==> config.mk <==
export PLATFORM = sky130hd
export DESIGN_NAME = lcd_frame_read_sequencer
export DESIGN_NICKNAME = d
export VERILOG_FILES = /design/src/rtl/lcd_seq_pkg.sv /design/src/rtl/lcd_frame_cfg_shadow.sv /design/src/rtl/lcd_frame_read_sequencer.sv
export SDC_FILE = /design/constraint.sdc
export NUM_CORES = 1
export LEC_CHECK = 0
export CORE_ASPECT_RATIO = 0.75
export CORE_MARGIN = 1.5
export CORE_UTILIZATION = 59
export CTS_CLUSTER_DIAMETER = 200
export DETAILED_ROUTE_END_ITERATION = 7
export GPL_TIMING_DRIVEN = 0
export PLACE_DENSITY = 0.9
export SYNTH_ARGS = -nofsm -noshare
export SYNTH_HDL_FRONTEND = slang
export SYNTH_SLANG_ARGS = --single-unit
==> constraint.sdc <==
create_clock -name clk -period 4.3 [get_ports clk]
set_input_delay 0.86 -clock clk [delete_from_list [all_inputs] [get_ports clk]]
set_output_delay 0.86 -clock clk [all_outputs]
set_load 0.005 [all_outputs]
==> src/rtl/lcd_seq_pkg.sv <==
// Shared types and constants for the LCD frame read sequencer.
// Holds the sequencer state encoding and the line-length word alignment mask.
package lcd_seq_pkg;

    localparam int unsigned LCD_ADDRESSWIDTH    = 32;
    localparam int unsigned LCD_BYTEENABLEWIDTH = 4;
    localparam int unsigned LCD_LINESWIDTH      = 12;

    typedef enum logic [1:0] {
        IDLE = 2'd0,
        GO   = 2'd1,
        ARM  = 2'd2,
        WAIT = 2'd3
    } seq_state_e;

    // Clears the byte-offset bits so a length covers whole master words only.
    function automatic logic [63:0] word_align_mask(input int unsigned bytes_per_word);
        return ~(64'(bytes_per_word) - 64'd1);
    endfunction

    localparam logic [63:0] LCD_WORD_ALIGN_MASK = word_align_mask(LCD_BYTEENABLEWIDTH);

endpackage

==> src/rtl/lcd_frame_cfg_shadow.sv <==
// Frame configuration banks: a commit-loaded shadow set and an active set
// copied from the shadow when the sequencer accepts a frame.
module lcd_frame_cfg_shadow
    import lcd_seq_pkg::*;
#(
    parameter int unsigned ADDRESSWIDTH    = LCD_ADDRESSWIDTH,
    parameter int unsigned LINESWIDTH      = LCD_LINESWIDTH,
    parameter logic [63:0] LINE_ALIGN_MASK = LCD_WORD_ALIGN_MASK
) (
    input  logic                    clk,
    input  logic                    reset_n,
    input  logic                    cfg_commit,
    input  logic [ADDRESSWIDTH-1:0] cfg_frame_base,
    input  logic [ADDRESSWIDTH-1:0] cfg_line_bytes,
    input  logic [ADDRESSWIDTH-1:0] cfg_line_stride,
    input  logic [LINESWIDTH-1:0]   cfg_lines,
    input  logic                    accept,
    output logic [ADDRESSWIDTH-1:0] shadow_base,
    output logic [ADDRESSWIDTH-1:0] shadow_line_bytes,
    output logic [LINESWIDTH-1:0]   shadow_lines,
    output logic [ADDRESSWIDTH-1:0] act_line_bytes,
    output logic [ADDRESSWIDTH-1:0] act_line_stride,
    output logic [LINESWIDTH-1:0]   act_lines
);

    localparam logic [ADDRESSWIDTH-1:0] ALIGN_MASK = ADDRESSWIDTH'(LINE_ALIGN_MASK);

    logic [ADDRESSWIDTH-1:0] shadow_stride;

    // Shadow set, written by software commits at any time.
    always_ff @(posedge clk or negedge reset_n) begin
        if (!reset_n) begin
            shadow_base       <= '0;
            shadow_line_bytes <= '0;
            shadow_stride     <= '0;
            shadow_lines      <= '0;
        end else if (cfg_commit) begin
            shadow_base       <= cfg_frame_base;
            shadow_line_bytes <= cfg_line_bytes & ALIGN_MASK;
            shadow_stride     <= cfg_line_stride;
            shadow_lines      <= cfg_lines;
        end
    end

    // Active set, frozen for the duration of a frame.
    always_ff @(posedge clk or negedge reset_n) begin
        if (!reset_n) begin
            act_line_bytes  <= '0;
            act_line_stride <= '0;
            act_lines       <= '0;
        end else if (accept) begin
            act_line_bytes  <= shadow_line_bytes;
            act_line_stride <= shadow_stride;
            act_lines       <= shadow_lines;
        end
    end

endmodule

==> src/rtl/lcd_frame_read_sequencer.sv <==
// Per-frame sequencer for the LCD scanout burst read master: issues one
// go/base/length command per line and waits for each line to drain.
module lcd_frame_read_sequencer
    import lcd_seq_pkg::*;
#(
    parameter int unsigned ADDRESSWIDTH    = LCD_ADDRESSWIDTH,
    parameter int unsigned BYTEENABLEWIDTH = LCD_BYTEENABLEWIDTH,
    parameter int unsigned LINESWIDTH      = LCD_LINESWIDTH
) (
    input  logic                    clk,
    input  logic                    reset_n,
    input  logic                    cfg_enable,
    input  logic [ADDRESSWIDTH-1:0] cfg_frame_base,
    input  logic [ADDRESSWIDTH-1:0] cfg_line_bytes,
    input  logic [ADDRESSWIDTH-1:0] cfg_line_stride,
    input  logic [LINESWIDTH-1:0]   cfg_lines,
    input  logic                    cfg_commit,
    input  logic                    frame_start,
    input  logic                    underrun_clr,
    output logic                    rm_go,
    output logic [ADDRESSWIDTH-1:0] rm_base,
    output logic [ADDRESSWIDTH-1:0] rm_length,
    output logic                    rm_fixed_location,
    input  logic                    rm_done,
    output logic                    busy,
    output logic [LINESWIDTH-1:0]   line_index,
    output logic                    frame_done,
    output logic                    underrun
);

    seq_state_e state_q, state_d;

    logic                    rm_go_d;
    logic [ADDRESSWIDTH-1:0] rm_base_d;
    logic [ADDRESSWIDTH-1:0] rm_length_d;
    logic [LINESWIDTH-1:0]   line_index_d;
    logic                    frame_done_d;
    logic                    underrun_d;
    logic                    busy_d;
    logic                    abort_q, abort_d;
    logic                    accept_c;
    logic                    last_line;

    logic [ADDRESSWIDTH-1:0] shadow_base;
    logic [ADDRESSWIDTH-1:0] shadow_line_bytes;
    logic [LINESWIDTH-1:0]   shadow_lines;
    logic [ADDRESSWIDTH-1:0] act_line_bytes;
    logic [ADDRESSWIDTH-1:0] act_line_stride;
    logic [LINESWIDTH-1:0]   act_lines;

    lcd_frame_cfg_shadow #(
        .ADDRESSWIDTH    (ADDRESSWIDTH),
        .LINESWIDTH      (LINESWIDTH),
        .LINE_ALIGN_MASK (word_align_mask(BYTEENABLEWIDTH))
    ) u_cfg_shadow (
        .clk               (clk),
        .reset_n           (reset_n),
        .cfg_commit        (cfg_commit),
        .cfg_frame_base    (cfg_frame_base),
        .cfg_line_bytes    (cfg_line_bytes),
        .cfg_line_stride   (cfg_line_stride),
        .cfg_lines         (cfg_lines),
        .accept            (accept_c),
        .shadow_base       (shadow_base),
        .shadow_line_bytes (shadow_line_bytes),
        .shadow_lines      (shadow_lines),
        .act_line_bytes    (act_line_bytes),
        .act_line_stride   (act_line_stride),
        .act_lines         (act_lines)
    );

    assign last_line         = (line_index == act_lines - LINESWIDTH'(1));
    assign rm_fixed_location = 1'b0;

    // Next-state and next-output logic; rm_base doubles as the line address.
    always_comb begin
        state_d      = state_q;
        rm_go_d      = 1'b0;
        rm_base_d    = rm_base;
        rm_length_d  = rm_length;
        line_index_d = line_index;
        frame_done_d = 1'b0;
        underrun_d   = underrun;
        accept_c     = 1'b0;
        abort_d      = (state_q == IDLE) ? 1'b0 : (abort_q | frame_start);

        // A set in the same cycle as a clear wins.
        if (state_q != IDLE && frame_start) begin
            underrun_d = 1'b1;
        end else if (underrun_clr) begin
            underrun_d = 1'b0;
        end

        case (state_q)
            IDLE: begin
                if (frame_start && cfg_enable) begin
                    if (shadow_lines == '0 || shadow_line_bytes == '0) begin
                        frame_done_d = 1'b1;
                    end else begin
                        accept_c     = 1'b1;
                        state_d      = GO;
                        rm_go_d      = 1'b1;
                        rm_base_d    = shadow_base;
                        rm_length_d  = shadow_line_bytes;
                        line_index_d = '0;
                    end
                end
            end
            GO: begin
                state_d = ARM;
            end
            // The master's done is still stale from its idle period here.
            ARM: begin
                state_d = WAIT;
            end
            WAIT: begin
                if (rm_done) begin
                    if (last_line || !cfg_enable || abort_d) begin
                        state_d      = IDLE;
                        frame_done_d = last_line;
                    end else begin
                        state_d      = GO;
                        rm_go_d      = 1'b1;
                        rm_base_d    = rm_base + act_line_stride;
                        rm_length_d  = act_line_bytes;
                        line_index_d = line_index + LINESWIDTH'(1);
                    end
                end
            end
            default: begin
                state_d = IDLE;
            end
        endcase

        busy_d = (state_d != IDLE);
    end

    // State and registered outputs.
    always_ff @(posedge clk or negedge reset_n) begin
        if (!reset_n) begin
            state_q    <= IDLE;
            rm_go      <= 1'b0;
            rm_base    <= '0;
            rm_length  <= '0;
            line_index <= '0;
            frame_done <= 1'b0;
            underrun   <= 1'b0;
            busy       <= 1'b0;
            abort_q    <= 1'b0;
        end else begin
            state_q    <= state_d;
            rm_go      <= rm_go_d;
            rm_base    <= rm_base_d;
            rm_length  <= rm_length_d;
            line_index <= line_index_d;
            frame_done <= frame_done_d;
            underrun   <= underrun_d;
            busy       <= busy_d;
            abort_q    <= abort_d;
        end
    end

endmodule

# [After elaboration in Yosys (flattened, before gate mapping)]
# Cells that the tools add are included.
# Widths: inputs -> output; s select.
[word_totals] inputBits=115 ff_bits=263 output_inout_bits=81
[op_classes] n_reduce_logical=14 addsub=3 muxes=34 bitwise_logic=1 n_eq_ne=8
[op_table] operator="$mux 32" count=8
[op_table] operator="$pmux 32 s2" count=2
[op_table] operator="$mux 12" count=4
[op_table] operator="$add 32x32->32" count=1
[op_table] operator="$logic_not 32->1" count=1
[op_table] operator="$pmux 12 s2" count=1
[op_table] operator="$mux 1" count=13
[op_table] operator="$add 12x1->12 const B" count=1
[op_table] operator="$eq 12x12->1" count=1
[op_table] operator="$logic_not 12->1" count=1
[op_table] operator="$sub 12x1->12 const B" count=1
[op_table] operator="$pmux 2 s4" count=1
[op_table] operator="$reduce_bool 2->1" count=4
[op_table] operator="$mux 2" count=3
[op_table] operator="$ne 2x2->1 const B" count=3
[op_table] operator="$reduce_and 5->1" count=1
[op_table] operator="$eq 2x2->1 const B" count=2
[op_table] operator="$pmux 1 s2" count=2
[op_table] operator="$logic_or 1x1->1" count=3
[op_table] operator="$eq 2x1->1 const B" count=1
[op_table] operator="$logic_and 1x1->1" count=2
[op_table] operator="$logic_not 2->1" count=1
[op_table] operator="$ne 2x1->1 const B" count=1
[op_table] operator="$logic_not 1->1" count=1
[op_table] operator="$or 1x1->1" count=1

# [Longest topological paths before layout]
# Gate-level depths: netlist of run 1.
[logic_depth] ltp_word=8 mapped_depth=12

# [By module]
# Synthesis of run 1 repeated with hierarchy kept, for this count alone.
[hier_totals] hier_cells=1069 area_unflattened_um2=12842.3
[modules_own_cells] mod="lcd_frame_cfg_shadow" area_per_inst_um2=6867.8 seq_area_each_um2=4504.3 cells_each=385 instances=1
[modules_own_cells] mod="lcd_frame_read_sequencer" area_per_inst_um2=5974.5 seq_area_each_um2=2077.0 cells_each=684 instances=1

# [Worst setup path before layout of run 1]
# OpenSTA, ideal clock, no wires.
[synth_path] path_kind="register to register" startpoint="register u_cfg_shadow.act_lines[2]" endpoint="register rm_base[11]" arrival_time_ns=2.819 setup_slack_ns=1.358 synth_period_minus_slack_ns=2.942 t_required_ns=4.177 stages_incl_launch_ff=13 cell_sequence="dfrtp_1 buf_2 or4_1 buf_2 a2111oi_0 o21ai_1 a21o_1 a2111oi_4 o22ai_2 buf_2 buf_2 nor2_1 nor2_1"
[synth_via] elab_chain_len=6
[synth_rtl] item="start: declaration" line="lcd_frame_cfg_shadow.sv:23" rtl="output logic [LINESWIDTH-1:0] act_lines"
[synth_rtl] item="start signal: assignment" line="lcd_frame_cfg_shadow.sv:54" rtl="act_lines <= shadow_lines;"
[synth_rtl] item="$sub 12x1->12" line="lcd_frame_read_sequencer.sv:72" rtl="assign last_line = (line_index == act_lines - LINESWIDTH'(1));"
[synth_rtl] item="$eq 12x12->1" line="lcd_frame_read_sequencer.sv:72"
[synth_rtl] item="$logic_or 1x1->1 (2 in a row)" line="lcd_frame_read_sequencer.sv:118" rtl="if (last_line || !cfg_enable || abort_d) begin"
[synth_rtl] item="$ne 2x2->1 (no line)"
[synth_rtl] item="$reduce_and 5->1 (no line)"
[synth_rtl] item="end signal: assignment" line="lcd_frame_read_sequencer.sv:153" rtl="rm_base <= rm_base_d;"
[synth_rtl] item="end: declaration" line="lcd_frame_read_sequencer.sv:21" rtl="output logic [ADDRESSWIDTH-1:0] rm_base,"
# No other way between the ends.
# A chain may end at the register's enable or synchronous reset.

# [Worst setup path in the final report of run 1]
[layout_path] startpoint="register u_cfg_shadow.act_lines[2]" endpoint="register rm_base[20]"
# The elaborated chain is that of the path after synthesis.

==> out/qor.txt, run 1 <==
===============================================================================================
CTS sink count                                                                              261
Post-Route Utilization                                                                   0.7489
Register bit total from synthesis                                                           261
Combinational group share of total power                                                  0.442
Number of diodes added for antenna fixing                                                     0
Chip height                                                                            129.4 um
FFs w/ async S/R, synth                                                                   1.000
Finished layout cell area                                                           15730 sq um
Clock input transition at the sequential cells of the worst setup and hold paths        0.06 ns
Most common cell type on the critical path                                         sky130_fd_sc_hd__buf_2
CTS Root Cell                                                                      sky130_fd_sc_hd__clkbuf_16
Post-detailed-route via-to-cell ratio                                                     5.888
Mean routed wirelength per cell                                                        19.52 um
Crit path depth                                                                              12
Area of combinational cells with multiple inputs                                     5722 sq um
Worst setup path category                                                          flop to flop
Critical-path top delay cell                                                       sky130_fd_sc_hd__or4_1
Number of gates given a new drive strength after cts                                          0
Area growth syn-to-layout                                                                25.23%
Buffer depth of the longest clock path                                                        3
Count of max-cap constraint violations                                                        0
Buffer count from post-CTS setup fixing                                                       0
Clock latency on the worst-skew pair                                                    0.55 ns
Net switching power of the design                                                    0.004185 W
Number of cells after detailed placement                                                   1694
Start of the worst register-to-register path                                       u_cfg_shadow.act_lines[2]
Smallest hold slack                                                                   0.1668 ns
Number of antenna violations at the first check in global routing                             1
Max stage delay on crit path                                                            0.50 ns
Final period util                                                                        0.8590
Gr ovfl total                                                                                 0
Number of non-filler instances in the completed layout                                     1739
Logic depth of the worst register-to-register path                                           12
Post-Route Skew                                                                      0.02470 ns
Horizontal die dimension                                                               171.5 um
Result of the run                                                                  complete, no violations
Layout cells sized above 1                                                               0.1227
Final setup viols                                                                             0
Crit-path cells                                                                    buf_2, or4_1, buf_2, a2111oi_0, o21ai_1, a21o_1, a2111oi_4, a2bb2oi_2, buf_2, and2_1, a31oi_1, o21ai_0
Drt total wl                                                                           33950 um
Boundary Pins                                                                               196
Area share of the leading cell type in the synthesized netlist                           0.5199
Post-detailed-placement half-perimeter wirelength                                      24220 um
CTS tree                                                                                    yes
Post-synth top area cell                                                           sky130_fd_sc_hd__dfrtp_1
Internal Power                                                                       0.006784 W
Number of CTS-inserted buffers                                                               26
Sequential fraction of design power                                                       0.350
Commonest cells in the netlist                                                     sky130_fd_sc_hd__dfrtp_1, sky130_fd_sc_hd__nand2_1, sky130_fd_sc_hd__mux2_2, sky130_fd_sc_hd__nor2_1, sky130_fd_sc_hd__a21oi_1
Sequential fraction of the synthesis area                                                0.5199
Distinct cell type count of the synthesized netlist                                          63
Net total in the final layout                                                              1587
First-pass GRT wire length                                                             53590 um
Bufs and invs on worst path                                                                   3
Mean area per synthesized cell                                                      10.36 sq um
Starting Density                                                                         0.5980
Total via count after detailed routing                                                    10240
Arrival time reported for the critical path endpoint                                    4.14 ns
Period minus WS final                                                                  3.694 ns
Cell area after synthesis                                                           12560 sq um
Leak pwr                                                                               6.939 nW
Top_reg_cell synth                                                                 sky130_fd_sc_hd__dfrtp_1
Largest net degree at the start of global routing                                           120
Number of global-route vias before repair                                                 10180
Kind of capture point of the worst setup path                                              flop
Setup repair after global routing missed its margin                                       false
Final hold vios                                                                               0
Number of buffer cells added on primary ports                                               189
Post-synthesis instance total                                                              1213
Warnings from Yosys                                                                           0
Pins over their slew limit                                                                    0
Dpl cell area                                                                       14880 sq um
Startpoint types                                                                           flop
Clock share of power                                                                      0.208
Total of fill cells in the finished design                                                 1401
Transition time at the pin with the least slew margin                                 0.8654 ns
Detailed Route Iter0 Violations                                                            1011
Hold Buf Count CTS                                                                            0
Remaining antenna violation count                                                             0
Areal power density over the cells                                                 697.2 nW/um^2
Count of unresolved DRC violations after routing                                              0
DR pass1 iterations                                                                           6
Gpl congestion                                                                           0.9067
Clock H-tree levels                                                                           1
Peak clock frequency supported by timing                                              270.7 MHz
Top cells by area in the synthesized netlist                                       sky130_fd_sc_hd__dfrtp_1, sky130_fd_sc_hd__mux2_2, sky130_fd_sc_hd__nand2_1, sky130_fd_sc_hd__ha_1, sky130_fd_sc_hd__mux2i_1
Launching instance or port of the critical path                                    u_cfg_shadow.act_lines[2]
IR Drop Worst-Case VDD                                                                 375.5 uV
Worst hold path type                                                               primary input to async pin
CP Max Fanout                                                                                10
Placeable core area                                                                 21010 sq um
Register area                                                                        6531 sq um
Switching Fraction                                                                       0.3815
Category of cells accounting for the largest share of critical-path delay          compound AO/OA/AOI/OAI gates
EDFF count, synth                                                                             0
Placement Rows                                                                               46
Worst EP required                                                                       4.74 ns
Relative slew slack                                                                      0.4230
Die outline area                                                                    22190 sq um
Global routing usage summed across all routing layers                                    0.3102
Library cell with the highest instance count after synthesis                       sky130_fd_sc_hd__dfrtp_1
===============================================================================================
-- final timing paths --
| path | to | slack [ns] |
|---|---|---|
| max in group asynchronous | u_cfg_shadow.act_lines[7] | 2.78 |
| max | rm_base[20] | 0.61 |
| max reg2reg | rm_base[20] | 0.61 |
| min in group clk | u_cfg_shadow.act_line_stride[8] | 0.46 |
| min | u_cfg_shadow.shadow_stride[18] | 0.17 |
| min reg2reg | u_cfg_shadow.act_line_stride[8] | 0.46 |
-- final cells by class --
| class | count | area share |
|---|---|---|
| Sequential cell | 261 | 0.4151 |
| Multi-Input combinational cell | 876 | 0.3637 |
| Timing Repair Buffer | 191 | 0.1241 |
| Clock buffer | 38 | 0.04931 |
| Tap cell | 288 | 0.02290 |
| Buffer | 61 | 0.01614 |
| Clock inverter | 7 | 0.004692 |
| Inverter | 17 | 0.004056 |
-- through the flow --
| stage | setup WS [ns] | setup TNS, ns | total power, W |
|---|---|---|---|
| 6_report | 0.6062 | 0 | 0.01097 |
| 5_1_grt | 0.3372 | 0 | 0.01165 |
| 4_1_cts | 0.6457 | 0 | 0.01092 |
| 3_5_place_dp | 0.5660 | 0 | 0.008591 |
| 3_3_place_gp | -8.457 | -2201.89 | 0.008354 |
| 2_1_floorplan | 1.358 | 0 | 0.006816 |
-- cells in the final DEF (no fill, tap or decap), drive strengths merged, types with 10 or more instances in the layout --
master	instances
mux2	108
clkbuf	82
nand2b	10
a21oi	85
nor2	87
nor3	13
o21ai	32
nor4	21
inv	16
clkdlybuf4s50	188
xor2	21
buf	20
xnor2	31
dfrtp	261
mux2i	44
a21o	22
ha	37
nand2	249
-- metal layers --
metal	routed length, um	part of all wire	global-route usage	vias up
met3	2963	0.087	0.05895	74
li1	-	-	-	4635
met5	13	0.00038	0	-
met4	910	0.027	0.09236	2
met2	15320	0.45	0.4870	497
met1	14750	0.43	0.4424	5031
-- kinds of logic after synthesis --
group / after synthesis / share of synthesized area
flops: 261 / 0.5199
xor+xnor: 52 / 0.03625
fa+ha+maj: 38 / 0.03844
compound gates: 194 / 0.09641
simple gates: 437 / 0.1516
mux: 152 / 0.1319
buf+inv: 78 / 0.02530
other cells: 1 / 0.0002985
-- power by group through the flow --
stage / combinational, W / sequential [W] / clock, W
after floorplan: 0.00314 / 0.00368 / 0
after detailed placement: 0.00475 / 0.00384 / 0
after global routing: 0.00534 / 0.00392 / 0.00238
after CTS: 0.00480 / 0.00382 / 0.00229
final: 0.00485 / 0.00384 / 0.00228
after global placement: 0.00453 / 0.00382 / 0
-- registers in the layout (all words and copies together), names as in the netlist, 2 cells and up --
name / cells
state_q: 2
u_cfg_shadow.act_line_bytes: 30
u_cfg_shadow.shadow_line_bytes: 30
rm_length: 30
rm_base: 32
u_cfg_shadow.act_lines: 12
u_cfg_shadow.shadow_base: 32
u_cfg_shadow.shadow_lines: 12
u_cfg_shadow.shadow_stride: 32
line_index: 12
u_cfg_shadow.act_line_stride: 32
No activity file was read; power rests on OpenSTA's default activity.
==> run 2: changes to the inputs <==
--- a/config.mk
+++ b/config.mk
@@ -5,8 +5,7 @@
 export SDC_FILE = /design/constraint.sdc
 export NUM_CORES = 1
 export LEC_CHECK = 0
-export CORE_ASPECT_RATIO = 0.75
-export CORE_MARGIN = 1.5
+export CORE_MARGIN = 5
 export CORE_UTILIZATION = 59
 export CTS_CLUSTER_DIAMETER = 200
 export DETAILED_ROUTE_END_ITERATION = 7
==> constraint.sdc (replaced) <==
create_clock -name clk -period 4.3 [get_ports clk]
set_input_delay 0.86 -clock clk [delete_from_list [all_inputs] [get_ports clk]]
set_output_delay 0.86 -clock clk [all_outputs]
set_load 0.01 [all_outputs]
==> run 2 against run 1 <==
Final cell count shrank 0.52%. Via count shrank 1.8%. Hold slack gained 0.085 ns. Critical path type unchanged. Critical endpoint is now rm_base[14].
==> out/qor.txt, run 2 (synthesis results as in run 1) <==
===============================================================================================
Result of the run                                                                  complete, no violations   unchanged
CP Max Fanout                                                                                10   unchanged
Worst hold path type                                                               primary input to async pin   unchanged
CTS tree                                                                                    yes   unchanged
Number of antenna violations at the first check in global routing                             0   was 1
Category of cells accounting for the largest share of critical-path delay          compound AO/OA/AOI/OAI gates   unchanged
Placement Rows                                                                               53   was 46
Placeable core area                                                                 21020 sq um   was 21010 sq um
Crit-path cells                                                                    buf_2, or4_1, buf_2, a2111oi_0, o21ai_1, a21o_1, a2111oi_4, o22ai_2, buf_2, buf_2, nor2_1, a21oi_1   was buf_2, or4_1, buf_2, a2111oi_0, o21ai_1, a21o_1, a2111oi_4, a2bb2oi_2, buf_2, and2_1, a31oi_1, o21ai_0
DR pass1 iterations                                                                           7   was 6
Minimum setup slack among reg-to-reg paths                                              0.57 ns   was 0.61 ns
Chip height                                                                            155.9 um   was 129.4 um
Worst setup path category                                                          flop to flop   unchanged
Number of CTS-inserted buffers                                                               27   was 26
CTS Root Cell                                                                      sky130_fd_sc_hd__clkbuf_16   unchanged
Finished layout cell area                                                           15740 sq um   was 15730 sq um
Endpoint of the worst register-to-register path                                     rm_base[14]   was rm_base[20]
Layout cells sized above 1                                                               0.1251   was 0.1227
Transition time at the pin with the least slew margin                                 0.8716 ns   was 0.8654 ns
Horizontal die dimension                                                               155.9 um   was 171.5 um
Bufs and invs on worst path                                                                   4   was 3
Leak pwr                                                                               6.962 nW   was 6.939 nW
TNS Setup                                                                                  0 ns   unchanged
Areal power density over the cells                                                 702.7 nW/um^2   was 697.2 nW/um^2
Number of buffer cells added on primary ports                                               189   unchanged
Highest-count cells in the layout ignoring fill and taps                           sky130_fd_sc_hd__dfrtp_1, sky130_fd_sc_hd__nand2_1, sky130_fd_sc_hd__clkdlybuf4s50_1   unchanged
Number of diodes added for antenna fixing                                                     0   unchanged
Die outline area                                                                    24310 sq um   was 22190 sq um
Post-detailed-placement half-perimeter wirelength                                      24230 um   was 24220 um
Gpl congestion                                                                           0.9117   was 0.9067
Post-Route Skew                                                                      0.01621 ns   was 0.02470 ns
Buffer count from post-CTS setup fixing                                                       0   unchanged
Hold Buf Count CTS                                                                            0   unchanged
Largest net degree at the start of global routing                                           118   was 120
Detailed Route Iter0 Violations                                                             720   was 1011
IR Drop Worst-Case VDD                                                                 463.3 uV   was 375.5 uV
Total via count after detailed routing                                                    10050   was 10240
Area growth syn-to-layout                                                                25.26%   was 25.23%
Clock input transition at the sequential cells of the worst setup and hold paths        0.06 ns   about the same
Net total in the final layout                                                              1588   was 1587
Arrival time reported for the critical path endpoint                                    4.13 ns   was 4.14 ns
Count of max-cap constraint violations                                                        0   unchanged
Logic depth of the worst register-to-register path                                           12   unchanged
Smallest hold slack                                                                   0.2520 ns   was 0.1668 ns
Pins over their slew limit                                                                    0   unchanged
Start of the worst register-to-register path                                       u_cfg_shadow.act_lines[2]   unchanged
Gr ovfl total                                                                                 0   unchanged
Drt total wl                                                                           33720 um   was 33950 um
Most common cell type on the critical path                                         sky130_fd_sc_hd__buf_2   unchanged
Critical-path top delay cell                                                       sky130_fd_sc_hd__or4_1   unchanged
Peak clock frequency supported by timing                                              268.1 MHz   was 270.7 MHz
Boundary Pins                                                                               196   unchanged
Period minus WS final                                                                  3.731 ns   was 3.694 ns
CTS sink count                                                                              261   unchanged
Number of gates given a new drive strength after cts                                          0   unchanged
Max stage delay on crit path                                                            0.49 ns   was 0.50 ns
Global routing usage summed across all routing layers                                    0.2798   was 0.3102
Starting Density                                                                         0.5976   was 0.5980
Final period util                                                                        0.8676   was 0.8590
Leading cell type in the layout, fill and taps excluded                            sky130_fd_sc_hd__dfrtp_1   unchanged
Clock latency on the worst-skew pair                                                    0.54 ns   was 0.55 ns
Relative slew slack                                                                      0.4189   was 0.4230
Worst EP required                                                                       4.70 ns   was 4.74 ns
Buffer depth of the longest clock path                                                        3   unchanged
Kind of capture point of the worst setup path                                              flop   unchanged
Final hold vios                                                                               0   unchanged
Mean routed wirelength per cell                                                        19.49 um   was 19.52 um
Clock H-tree levels                                                                           1   unchanged
Setup repair after global routing missed its margin                                       false   unchanged
Final setup viols                                                                             0   unchanged
First-pass GRT wire length                                                             54840 um   was 53590 um
Post-detailed-route via-to-cell ratio                                                     5.810   was 5.888
Remaining antenna violation count                                                             0   unchanged
Number of global-route vias before repair                                                 10560   was 10180
Count of unresolved DRC violations after routing                                              0   unchanged
Dpl cell area                                                                       14870 sq um   was 14880 sq um
Startpoint types                                                                           flop   unchanged
===============================================================================================
run 2: metal layers:
layer	up-vias	part of all wire	global-route usage	routed length, um
li1	4624	-	-	-
met5	-	0	0	0
met1	4956	0.41	0.3684	13710
met2	385	0.48	0.4629	16240
met4	0	0.034	0.08879	1130
met3	87	0.078	0.06630	2644
run 2: cell type report:
cell class | count | area (sq um)
multi-input combinational | 876 | 5722
buffer | 61 | 254.0
fill | 1401 | 5285
timing repair buffer | 191 | 1952
inverter | 17 | 63.81
clock inverter | 14 | 123.9
clock buffer | 35 | 745.7
tap | 275 | 344.1
sequential | 261 | 6531
run 2: worst max-delay path by stage:
| stage | from | to | slack, ns | depth (start not counted) |
|---|---|---|---|---|
| after floorplan | u_cfg_shadow.act_lines[2] | rm_base[11] | 1.36 | 12 |
| after global placement | reset_n | line_index[5] | -8.49 | 1 |
| after detailed placement | frame_start | rm_base[14] | 0.52 | 10 |
| after CTS | u_cfg_shadow.act_lines[2] | rm_base[14] | 0.63 | 12 |
| after global routing | u_cfg_shadow.act_lines[2] | rm_base[18] | 0.43 | 12 |
| final | u_cfg_shadow.act_lines[2] | rm_base[14] | 0.57 | 12 |
run 2: power breakdown:
| part | switching, W | internal [W] |
|---|---|---|
| registers | 0.000601 | 0.00321 |
| logic | 0.00268 | 0.00228 |
| clock network | 0.000956 | 0.00134 |
| total | 0.00423 | 0.00682 |
run 2: stage by stage:
step	instances	utilization	total power, W	worst slack, ns
5_1_grt	1730	0.7486	0.01181	0.4284
4_1_cts	1730	0.7486	0.01104	0.6257
6_report	1730	0.7486	0.01106	0.5695
3_3_place_gp	1679	0.7044	0.008491	-8.487
2_1_floorplan	1215	-	0.006933	1.358
3_5_place_dp	1681	0.7072	0.008695	0.5154
==> run 3: changes to the inputs <==
--- a/config.mk
+++ b/config.mk
@@ -5,12 +5,13 @@
 export SDC_FILE = /design/constraint.sdc
 export NUM_CORES = 1
 export LEC_CHECK = 0
+export ABC_AREA = 1
 export CORE_MARGIN = 5
-export CORE_UTILIZATION = 59
+export CORE_UTILIZATION = 60
 export CTS_CLUSTER_DIAMETER = 200
 export DETAILED_ROUTE_END_ITERATION = 7
 export GPL_TIMING_DRIVEN = 0
-export PLACE_DENSITY = 0.9
+export PLACE_DENSITY = 0.91
 export SYNTH_ARGS = -nofsm -noshare
 export SYNTH_HDL_FRONTEND = slang
 export SYNTH_SLANG_ARGS = --single-unit
==> run 3 against run 2 <==
Sequential power decreased by 2%. Utilization increased by 0.30 points. Critical path depth decreased by 8. Synthesized cell count increased by 42%. Area after synthesis increased by 8.5%. Die area increased by 6.2%. Flip-flop and latch count unchanged.
==> out/qor.txt, run 3 <==
=====================================================================================================
Library cell with the highest instance count after synthesis                             sky130_fd_sc_hd__nand2_1   was sky130_fd_sc_hd__dfrtp_1
Final period util                                                                              0.6671   was 0.8676
Register bit total from synthesis                                                                 261   unchanged
Dpl cell area                                                                             15940 sq um   was 14870 sq um
Post-synthesis simple-gate area fraction                                                       0.2688   was 0.1516
Net total in the final layout                                                                    2095   was 1588
Transition time at the pin with the least slew margin                                       0.8912 ns   was 0.8716 ns
Total via count after detailed routing                                                          12870   was 10050
CTS sink count                                                                                    261   unchanged
Placeable core area                                                                       22500 sq um   was 21020 sq um
Top_reg_cell synth                                                                       sky130_fd_sc_hd__dfrtp_1   unchanged
Chip height                                                                                  160.7 um   was 155.9 um
First-pass GRT wire length                                                                   68100 um   was 54840 um
Worst EP required                                                                             4.72 ns   was 4.70 ns
Areal power density over the cells                                                       689.7 nW/um^2   was 702.7 nW/um^2
Hold Buf Count CTS                                                                                  0   unchanged
Post-synthesis share of cell area spent on full adders, half adders and majority gates        0.03544   was 0.03844
Number of buffer cells added on primary ports                                                     189   unchanged
Leak pwr                                                                                     8.238 nW   was 6.962 nW
Top cells by area in the synthesized netlist                                             sky130_fd_sc_hd__dfrtp_1, sky130_fd_sc_hd__nand2_1, sky130_fd_sc_hd__o21ai_0, sky130_fd_sc_hd__inv_1, sky130_fd_sc_hd__nand3_2   was sky130_fd_sc_hd__dfrtp_1, sky130_fd_sc_hd__mux2_2, sky130_fd_sc_hd__nand2_1, sky130_fd_sc_hd__ha_1, sky130_fd_sc_hd__mux2i_1
Post-detailed-route via-to-cell ratio                                                           5.722   was 5.810
Mean area per synthesized cell                                                            7.927 sq um   was 10.36 sq um
Layout cells sized above 1                                                                    0.07994   was 0.1251
Number of diodes added for antenna fixing                                                           0   unchanged
Largest net degree at the start of global routing                                                 124   was 118
Gr ovfl total                                                                                       0   unchanged
Pins over their slew limit                                                                          0   unchanged
Period minus WS final                                                                        2.869 ns   was 3.731 ns
Sequential fraction of the synthesis area                                                      0.4793   was 0.5199
Post-synth top area cell                                                                 sky130_fd_sc_hd__dfrtp_1   unchanged
Synthesized-area fraction occupied by xor and xnor cells                                      0.01194   was 0.03625
Count of unresolved DRC violations after routing                                                    0   unchanged
Mean routed wirelength per cell                                                              18.86 um   was 19.49 um
Placement Rows                                                                                     55   was 53
Number of non-filler instances in the completed layout                                           2249   was 1730
Count of max-cap constraint violations                                                              0   unchanged
Drt total wl                                                                                 42410 um   was 33720 um
CP Max Fanout                                                                                      10   unchanged
Boundary Pins                                                                                     196   unchanged
Relative slew slack                                                                            0.4059   was 0.4189
Area growth syn-to-layout                                                                      24.11%   was 25.26%
Warnings from Yosys                                                                                 0   unchanged
Leading cell type in the layout, fill and taps excluded                                  sky130_fd_sc_hd__nand2_1   was sky130_fd_sc_hd__dfrtp_1
Setup repair after global routing missed its margin                                             false   unchanged
Clock latency on the worst-skew pair                                                          0.58 ns   was 0.54 ns
Multiplexer share of the synthesized area                                                     0.01074   was 0.1319
Highest-count cells in the layout ignoring fill and taps                                 sky130_fd_sc_hd__nand2_1, sky130_fd_sc_hd__dfrtp_1, sky130_fd_sc_hd__o21ai_0   was sky130_fd_sc_hd__dfrtp_1, sky130_fd_sc_hd__nand2_1, sky130_fd_sc_hd__clkdlybuf4s50_1
Buffer depth of the longest clock path                                                              3   unchanged
Critical-path top delay cell                                                             sky130_fd_sc_hd__clkbuf_1   was sky130_fd_sc_hd__or4_1
Final hold vios                                                                                     0   unchanged
Number of global-route vias before repair                                                       12970   was 10560
DR pass1 iterations                                                                                 6   was 7
Finished layout cell area                                                                 16910 sq um   was 15740 sq um
Post-synthesis instance total                                                                    1719   was 1213
Result of the run                                                                        complete, no violations   unchanged
Clock input transition at the sequential cells of the worst setup and hold paths              0.06 ns   about the same
Gpl congestion                                                                                 0.9811   was 0.9117
Die outline area                                                                          25820 sq um   was 24310 sq um
Startpoint types                                                                         primary input   was flop
Buffer count from post-CTS setup fixing                                                             0   unchanged
Number of cells after detailed placement                                                         2197   was 1681
Commonest cells in the netlist                                                           sky130_fd_sc_hd__nand2_1, sky130_fd_sc_hd__dfrtp_1, sky130_fd_sc_hd__o21ai_0, sky130_fd_sc_hd__inv_1, sky130_fd_sc_hd__nand3_1   was sky130_fd_sc_hd__dfrtp_1, sky130_fd_sc_hd__nand2_1, sky130_fd_sc_hd__mux2_2, sky130_fd_sc_hd__nor2_1, sky130_fd_sc_hd__a21oi_1
Arrival time reported for the critical path endpoint                                          3.29 ns   was 4.13 ns
Combinational family with the most area after synthesis                                  simple AND/OR/NAND/NOR gates   unchanged
Number of CTS-inserted buffers                                                                     28   was 27
Remaining antenna violation count                                                                   0   unchanged
Horizontal die dimension                                                                     160.7 um   was 155.9 um
Distinct cell type count of the synthesized netlist                                                40   was 63
FFs w/ async S/R, synth                                                                         1.000   unchanged
TNS Setup                                                                                        0 ns   unchanged
Post-Route Utilization                                                                         0.7516   was 0.7486
Synthesized-area fraction occupied by ao, oa, aoi and oai cells                                0.1128   was 0.09640
CTS Root Cell                                                                            sky130_fd_sc_hd__clkbuf_16   unchanged
Most common cell type on the critical path                                               sky130_fd_sc_hd__clkbuf_1   was sky130_fd_sc_hd__buf_2
Crit-path cells                                                                          clkbuf_1, clkbuf_1, clkbuf_1, mux2_2   was buf_2, or4_1, buf_2, a2111oi_0, o21ai_1, a21o_1, a2111oi_4, o22ai_2, buf_2, buf_2, nor2_1, a21oi_1
Number of gates given a new drive strength after cts                                                0   unchanged
EDFF count, synth                                                                                   0   unchanged
Starting Density                                                                               0.6056   was 0.5976
Peak clock frequency supported by timing                                                    348.6 MHz   was 268.1 MHz
Clock H-tree levels                                                                                 1   unchanged
IR Drop Worst-Case VDD                                                                       389.8 uV   was 463.3 uV
Detailed Route Iter0 Violations                                                                  1006   was 720
Area share of the leading cell type in the synthesized netlist                                 0.4793   was 0.5199
Worst hold path type                                                                     primary input to async pin   unchanged
Post-Route Skew                                                                            0.05083 ns   was 0.01621 ns
Number of antenna violations at the first check in global routing                                   0   unchanged
Worst setup path category                                                                primary input to flop   was flop to flop
Post-detailed-placement half-perimeter wirelength                                            31010 um   was 24230 um
Final setup viols                                                                                   0   unchanged
Global routing usage summed across all routing layers                                          0.3248   was 0.2798
CTS tree                                                                                          yes   unchanged
Max stage delay on crit path                                                                  0.74 ns   was 0.49 ns
Cell area after synthesis                                                                 13630 sq um   was 12560 sq um
Kind of capture point of the worst setup path                                                    flop   unchanged
=====================================================================================================
run 3: path summary, 6_finish.rpt:
kind | slack (ns) | endpoint | cells past startpoint | start
worst max-delay path | 1.43 | u_cfg_shadow.shadow_base[30] | 4 | cfg_commit
worst min-delay path | 0.14 | rm_base[30] | 1 | reset_n
worst max register to register | 1.52 | rm_base[20] | 11 | state_q[1]
worst min register to register | 0.49 | u_cfg_shadow.act_line_bytes[22] | 2 | u_cfg_shadow.act_line_bytes[22]
max in group asynchronous | 3.31 | u_cfg_shadow.act_lines[1] | 2 | reset_n
min in group clk | 0.49 | u_cfg_shadow.act_line_bytes[22] | 2 | u_cfg_shadow.act_line_bytes[22]
run 3: area by class of cell:
class	count	area (sq um)
well taps	285	356.6
clock inverters	12	173.9
fillers	1550	5590
multi-input cells	1197	6003
plain buffers	79	409.1
inverters	184	690.7
clock buffers	40	795.8
flip-flops and latches	261	6531
repair buffers	191	1952
run 3: worst max-delay path: cells and delay by family:
kind,cells,cell delay [ns]
buf+inv,3,2.00
mux,1,0.42
run 3: power by group:
group | internal [W] | switching, W | total, W
clock network | 0.00148 | 0.00104 | 0.00251
registers | 0.00316 | 0.000576 | 0.00374
logic | 0.00203 | 0.00339 | 0.00541
total | 0.00666 | 0.00500 | 0.0117
run 3: cell families after synthesis:
group           after synthesis
compound gates              301
xor+xnor                     17
fa+ha+maj                    38
buf+inv                     263
flops                       261
mux                          13
other cells                   1
simple gates                825
run 3: per-stage QoR:
stage          setup WS, ns  hold slack (ns)  total power [W]
3_3_place_gp         -8.254           0.4600         0.008786
6_report              1.431           0.1433          0.01166
2_1_floorplan         2.165           0.4455         0.007025
3_5_place_dp          1.090           0.4734         0.008999
5_1_grt               1.344           0.1291          0.01240
4_1_cts               1.617           0.1234          0.01157
run 3: per-layer routing:
metal | vias to the layer above | wire length, um | GRT usage | share of wire
met1 | 6132 | 16610 | 0.4231 | 0.39
met5 | - | 0 | 0 | 0
met3 | 132 | 4015 | 0.07185 | 0.095
met4 | 0 | 1621 | 0.1194 | 0.038
met2 | 655 | 20160 | 0.5388 | 0.48
li1 | 5950 | - | - | -
==> RTL change 1 (config.mk and constraints of run 1) <==
Put one more register stage on the output `underrun`, with the module's reset. The value now appears one clock later. The other outputs are not delayed to match.
--- a/src/rtl/lcd_frame_read_sequencer.sv
+++ b/src/rtl/lcd_frame_read_sequencer.sv
@@ -27,6 +27,8 @@
     output logic                    frame_done,
     output logic                    underrun
 );
+
+    logic underrun_s0;
 
     seq_state_e state_q, state_d;
 
@@ -80,7 +82,7 @@
         rm_length_d  = rm_length;
         line_index_d = line_index;
         frame_done_d = 1'b0;
-        underrun_d   = underrun;
+        underrun_d   = underrun_s0;
         accept_c     = 1'b0;
         abort_d      = (state_q == IDLE) ? 1'b0 : (abort_q | frame_start);
 
@@ -144,7 +146,7 @@
             rm_length  <= '0;
             line_index <= '0;
             frame_done <= 1'b0;
-            underrun   <= 1'b0;
+            underrun_s0 <= 1'b0;
             busy       <= 1'b0;
             abort_q    <= 1'b0;
         end else begin
@@ -154,11 +156,19 @@
             rm_length  <= rm_length_d;
             line_index <= line_index_d;
             frame_done <= frame_done_d;
-            underrun   <= underrun_d;
+            underrun_s0 <= underrun_d;
             busy       <= busy_d;
             abort_q    <= abort_d;
         end
     end
 
+    always_ff @(posedge clk or negedge reset_n) begin
+        if (!reset_n) begin
+            underrun <= '0;
+        end else begin
+            underrun <= underrun_s0;
+        end
+    end
+
 endmodule
 
Formal check against the unedited RTL: not equivalent (a bounded check fails within 4 cycles, from zero or initial values and one cycle with reset_n low).
==> RTL change 1 against run 1 <==
Count of clock-buffer cells in the layout down 4. Sequential cell count grew 1. Area after synthesis fell by 0.44%. Power increased by 4.3%. Hold slack gained 0.014 ns. Clock skew decreased by 0.012 ns. Maximum frequency shrank 11%. Worst setup slack lost 0.46 ns. Design area fell by 0.13%. Wire length fell by 6.3%. Non-clock buffer count down 7. Critical path type unchanged. Critical endpoint is now rm_base[10]$_DFFE_PN0P_. Highest routed layer is now met4.
==> RTL change 1: results (changes against run 1) <==
INFO  metric grtUsageMet2 = 0.4711 (-0.01595)
INFO  metric ys_seq_area_frac = 0.5242 (+0.004289)
INFO  metric drt_pre_antenna_iters = 5 (-1)
INFO  metric detail_route.vias_per_cell = 5.916 (+0.48%)
INFO  metric final_skew = 0.01246 ns (-0.01224 ns)
INFO  metric route.met2.wl = 14640 um (-4.4%)
INFO  metric power.static_leakage = 0.006513 uW (-6.1%)
INFO  metric globalRouteMet3Util = 0.04215 (-0.01680)
INFO  metric globalplace.congestion = 0.9291 (+2.5%)
INFO  metric drive_gt1_frac = 0.1788 (+0.05614)
INFO  metric tritoncts.num_buffers = 24 (-7.7%)
INFO  metric post_cts_resize_count = 0 (unchanged)
INFO  metric ys_top_cells_by_count = sky130_fd_sc_hd__dfrtp_1, sky130_fd_sc_hd__mux2_2, sky130_fd_sc_hd__nor2_1
INFO  metric power.sequential.fraction = 0.337 (-0.013)
INFO  metric grt_max_degree = 122 (+1.7%)
INFO  metric fill_cells = 1335 (-4.7%)
INFO  metric status = finished clean
INFO  metric power.switching_fraction = 0.3686 (-0.01296)
INFO  metric met3WireLength = 1772 um (-40%)
INFO  metric netlist-cell-type-count = 60 (-4.8%)
INFO  metric netlist_top_cells_area = sky130_fd_sc_hd__dfrtp_1, sky130_fd_sc_hd__mux2_2, sky130_fd_sc_hd__mux2i_1
INFO  metric max_stage_delay = 0.63 ns (+0.13 ns)
INFO  metric grt_antenna_before_repair = 0 (-1)
INFO  metric final.min_clock_period = 4.150 ns (+0.4559 ns)
INFO  metric slew_headroom = 0.1747 (-0.2484)
INFO  metric worst_skew_pair.late_latency = 0.52 ns (-0.03 ns)
INFO  metric global_route_wire_length_before_repair = 50510 um (-5.7%)
INFO  metric clock_power = 2370 uW (+4%)
INFO  metric detail_route.wirelength = 31810 um (-6.3%)
INFO  metric inserted_diodes = 0 (unchanged)
INFO  metric cp_slowest_cell = sky130_fd_sc_hd__nor3b_1
INFO  metric grt_pass1_vias = 9556 (-6.1%)
INFO  metric met1_layer_usage_reported_by_global_route = 0.4219 (-0.02044)
INFO  metric vdd.ir_drop.worst = 365.7 uV (-2.6%)
INFO  metric post-place-ws = 0.2945 ns (-0.2715 ns)
INFO  metric fin_util = 0.7667 (+0.01777)
INFO  metric drt_first_iter_violations = 915 (-9.5%)
INFO  metric dp_hpwl = 22690 um (-6.3%)
INFO  metric timing.critical_path.arrival = 4.52 ns (+0.38 ns)
INFO  metric top_signal_layer_used = met4
INFO  metric timing.reg2reg.worst_path_depth = 11 (-1)
INFO  metric r2r_slack = 0.15 ns (-0.46 ns)
INFO  metric met1Wirelength = 14260 um (-3.3%)
INFO  metric grt_usage = 0.2967 (-0.01342)
INFO  metric final_nets = 1439 (-9.3%)
[RTL change 1: cell types whose count changed after synthesis, sizes merged, moves of 8 or more]
cell	change
mux2	+67
nand3	+11
mux2i	+15
a21o	-14
nand2	-208
nor4	-8
[RTL change 1: path summary, 6_finish.rpt]
kind	start	endpoint
setup / recovery	u_cfg_shadow.act_lines[1]$_DFFE_PN0P_	rm_base[10]$_DFFE_PN0P_
max in group asynchronous	reset_n	u_cfg_shadow.shadow_stride[3]$_DFFE_PN0P_
hold reg to reg	underrun_s0$_DFFE_PN0P_	underrun$_DFF_PN0_
hold / removal	reset_n	u_cfg_shadow.act_line_stride[14]$_DFFE_PN0P_
min in group clk	underrun_s0$_DFFE_PN0P_	underrun$_DFF_PN0_
setup reg to reg	u_cfg_shadow.act_lines[1]$_DFFE_PN0P_	rm_base[10]$_DFFE_PN0P_
[RTL change 1: logic make-up after synthesis]
group / after synthesis / share of synthesized area
fa+ha+maj: 38 / 0.03861
xor+xnor: 48 / 0.03361
flops: 262 / 0.5242
mux: 234 / 0.2048
compound gates: 176 / 0.08643
simple gates: 232 / 0.08823
other cells: 1 / 0.0002998
buf+inv: 76 / 0.02391
[RTL change 1: per-stage QoR]
stage / hold WS (ns) / area, um^2 / std cells
after global routing: 0.1777 / 15710 / 1585
after CTS: 0.1631 / 15710 / 1585
after global placement: 0.3704 / 14760 / 1540
after detailed placement: 0.3701 / 14820 / 1542
after floorplan: 0.3545 / 12520 / 1069
final: 0.1805 / 15710 / 1585
[RTL change 1: cell type report]
cell class,instances,share of cell area
Multi-Input combinational cell,731,0.3602
Sequential cell,262,0.4173
Clock buffer,34,0.04706
Timing Repair Buffer,191,0.1242
Clock inverter,9,0.009715
Buffer,54,0.01378
Tap cell,282,0.02246
Inverter,22,0.005256
==> RTL change 2 (flow settings as in run 1) <==
Without the edit above. `LCD_ADDRESSWIDTH`: 32 -> 64.
--- a/src/rtl/lcd_seq_pkg.sv
+++ b/src/rtl/lcd_seq_pkg.sv
@@ -2,7 +2,7 @@
 // Holds the sequencer state encoding and the line-length word alignment mask.
 package lcd_seq_pkg;
 
-    localparam int unsigned LCD_ADDRESSWIDTH    = 32;
+    localparam int unsigned LCD_ADDRESSWIDTH    = 64;
     localparam int unsigned LCD_BYTEENABLEWIDTH = 4;
     localparam int unsigned LCD_LINESWIDTH      = 12;
 
Interface: changed (5 resized); port bits go from 196 to 356. The function was not compared with the original's and may differ.
==> RTL change 2 against run 1 <==
Area after synthesis up 87%. Wire length rose by 110%. Utilization about the same. Design area up 88%. Die area increased by 85%. Sequential cell count is 224 higher. First-iteration DRC count is 83% higher. Worst setup slack got worse by 0.42 ns. Non-clock buffer count up 213. Via count rose by 82%. Power up 100%. Clock power up 98%. Cell count grew 73%.
==> RTL change 2: results (changes against run 1) <==
INFO  metric route.met2.wl = 32900 um (+110%)
INFO  metric ys_seq_area_frac = 0.5161 (-0.003801)
INFO  metric drt_first_iter_violations = 1852 (+83%)
INFO  metric timing.rr.end = rm_length[35]$_DFFE_PN0P_
INFO  metric numClockSinks = 485 (+86%)
INFO  metric multi_input_comb_cells = 1413 (+61%)
INFO  metric ys_top_cells_by_count = sky130_fd_sc_hd__dfrtp_1, sky130_fd_sc_hd__mux2_2, sky130_fd_sc_hd__nand2_1
INFO  metric grt_pass1_vias = 18850 (+85%)
INFO  metric drive_gt1_frac = 0.1872 (+0.06457)
INFO  metric netlist-cell-type-count = 75 (+19%)
INFO  metric reg2reg_from = u_cfg_shadow.shadow_line_bytes[29]$_DFFE_PN0P_
INFO  metric power.static_leakage = 0.01254 uW (+81%)
INFO  metric vdd.ir_drop.worst = 392.7 uV (+4.6%)
INFO  metric detail_route.wirelength = 71780 um (+110%)
INFO  metric max_stage_delay = 0.60 ns (+0.10 ns)
INFO  metric n_clock_buffer = 60 (+58%)
INFO  metric grt_usage = 0.3483 (+0.03817)
INFO  metric slew_headroom = 0.2543 (-0.1687)
INFO  metric synth_cells = 2038 (+68%)
INFO  metric global_route_wire_length_before_repair = 109300 um (+100%)
INFO  metric non_clock_inverter_count = 30 (+13)
INFO  metric htree_levels = 2 (+1)
INFO  metric inserted_diodes = 12 (+12)
INFO  metric timing.critical_path.arrival = 4.57 ns (+0.43 ns)
INFO  metric status = finished clean
INFO  metric met3WireLength = 5846 um (+97%)
INFO  metric nonClkBufAreaFrac = 0.1386 (-0.001641)
INFO  metric final_nets = 2723 (+72%)
INFO  metric fill_cells = 2535 (+81%)
INFO  metric dp_cells = 2913 (+72%)
==> RTL change 2: cell count changes in the layout (fill, tap and decap cells not counted), sizes merged, moves of 15 or more <==
cell           change
a21o              +17
a21oi             +38
clkbuf            +62
clkdlybuf4s50    +160
dfrtp            +224
ha                +32
inv               +15
mux2             +228
mux2i             +56
nand2             -71
o21ai            +124
xor2              +17
==> RTL change 2: where the power goes <==
| group | internal [uW] | total [uW] | switching (uW) | leakage (uW) |
|---|---|---|---|---|
| Combinational | 4690 | 10300 | 5660 | 0.00589 |
| Clock | 2650 | 4510 | 1860 | 0.000831 |
| Sequential | 6000 | 7240 | 1240 | 0.00582 |
| Total | 13300 | 22100 | 8760 | 0.0125 |
==> RTL change 2: cell families after synthesis <==
| logic type | Yosys count | synth area share |
|---|---|---|
| AOI/OAI and AO/OA | 416 | 0.1082 |
| and+or+nand+nor | 405 | 0.07847 |
| DFF | 485 | 0.5161 |
| other | 1 | 0.0001595 |
| adders and majority gates | 70 | 0.03756 |
| buffers and inverters | 142 | 0.02522 |
| xor gates and xnor gates | 83 | 0.03091 |
| muxes | 436 | 0.2034 |
==> RTL change 2: worst max-delay path by stage <==
stage	slack [ns]	endpoint	cells past startpoint	from
final	0.19	rm_length[35]$_DFFE_PN0P_	11	u_cfg_shadow.shadow_line_bytes[29]$_DFFE_PN0P_
after global routing	0.11	rm_base[59]$_DFFE_PN0P_	9	u_cfg_shadow.shadow_line_bytes[29]$_DFFE_PN0P_
after CTS	0.01	rm_length[35]$_DFFE_PN0P_	11	u_cfg_shadow.shadow_line_bytes[53]$_DFFE_PN0P_
after detailed placement	0.03	u_cfg_shadow.act_line_stride[12]$_DFFE_PN0P_	6	frame_start
after global placement	-17.94	line_index[0]$_DFFE_PN0P_	1	reset_n
after floorplan	1.20	rm_base[63]$_DFFE_PN0P_	13	rm_base[14]$_DFFE_PN0P_
==> RTL change 2: per-layer routing <==
layer / vias up / global-route usage
met2: 917 / 0.5335
met3: 182 / 0.06899
met1: 9454 / 0.4895
met4: 6 / 0.1386
met5: - / 0
li1: 8125 / -
==> RTL change 2: what timing repair did <==
item | CTS | global route
hold endpoints to repair | 0 | 0
resized for setup | 0 | 2
setup endpoints to repair | 0 | 114
hold buffers | 0 | 0
==> RTL change 2: per-stage QoR <==
stage / worst slack (ns) / hold slack, ns / total power [uW] / area (um^2) / util
2_1_floorplan: 1.200 / 0.4442 / 13410 / 23530 / -
3_5_place_dp: 0.02594 / 0.4692 / 17190 / 27780 / 0.7050
6_report: 0.1855 / 0.2855 / 22090 / 29510 / 0.7487
4_1_cts: 0.01273 / 0.3030 / 21870 / 29470 / 0.7476
3_3_place_gp: -17.94 / 0.4643 / 16780 / 27670 / 0.7020
5_1_grt: 0.1089 / 0.3414 / 23280 / 29500 / 0.7485
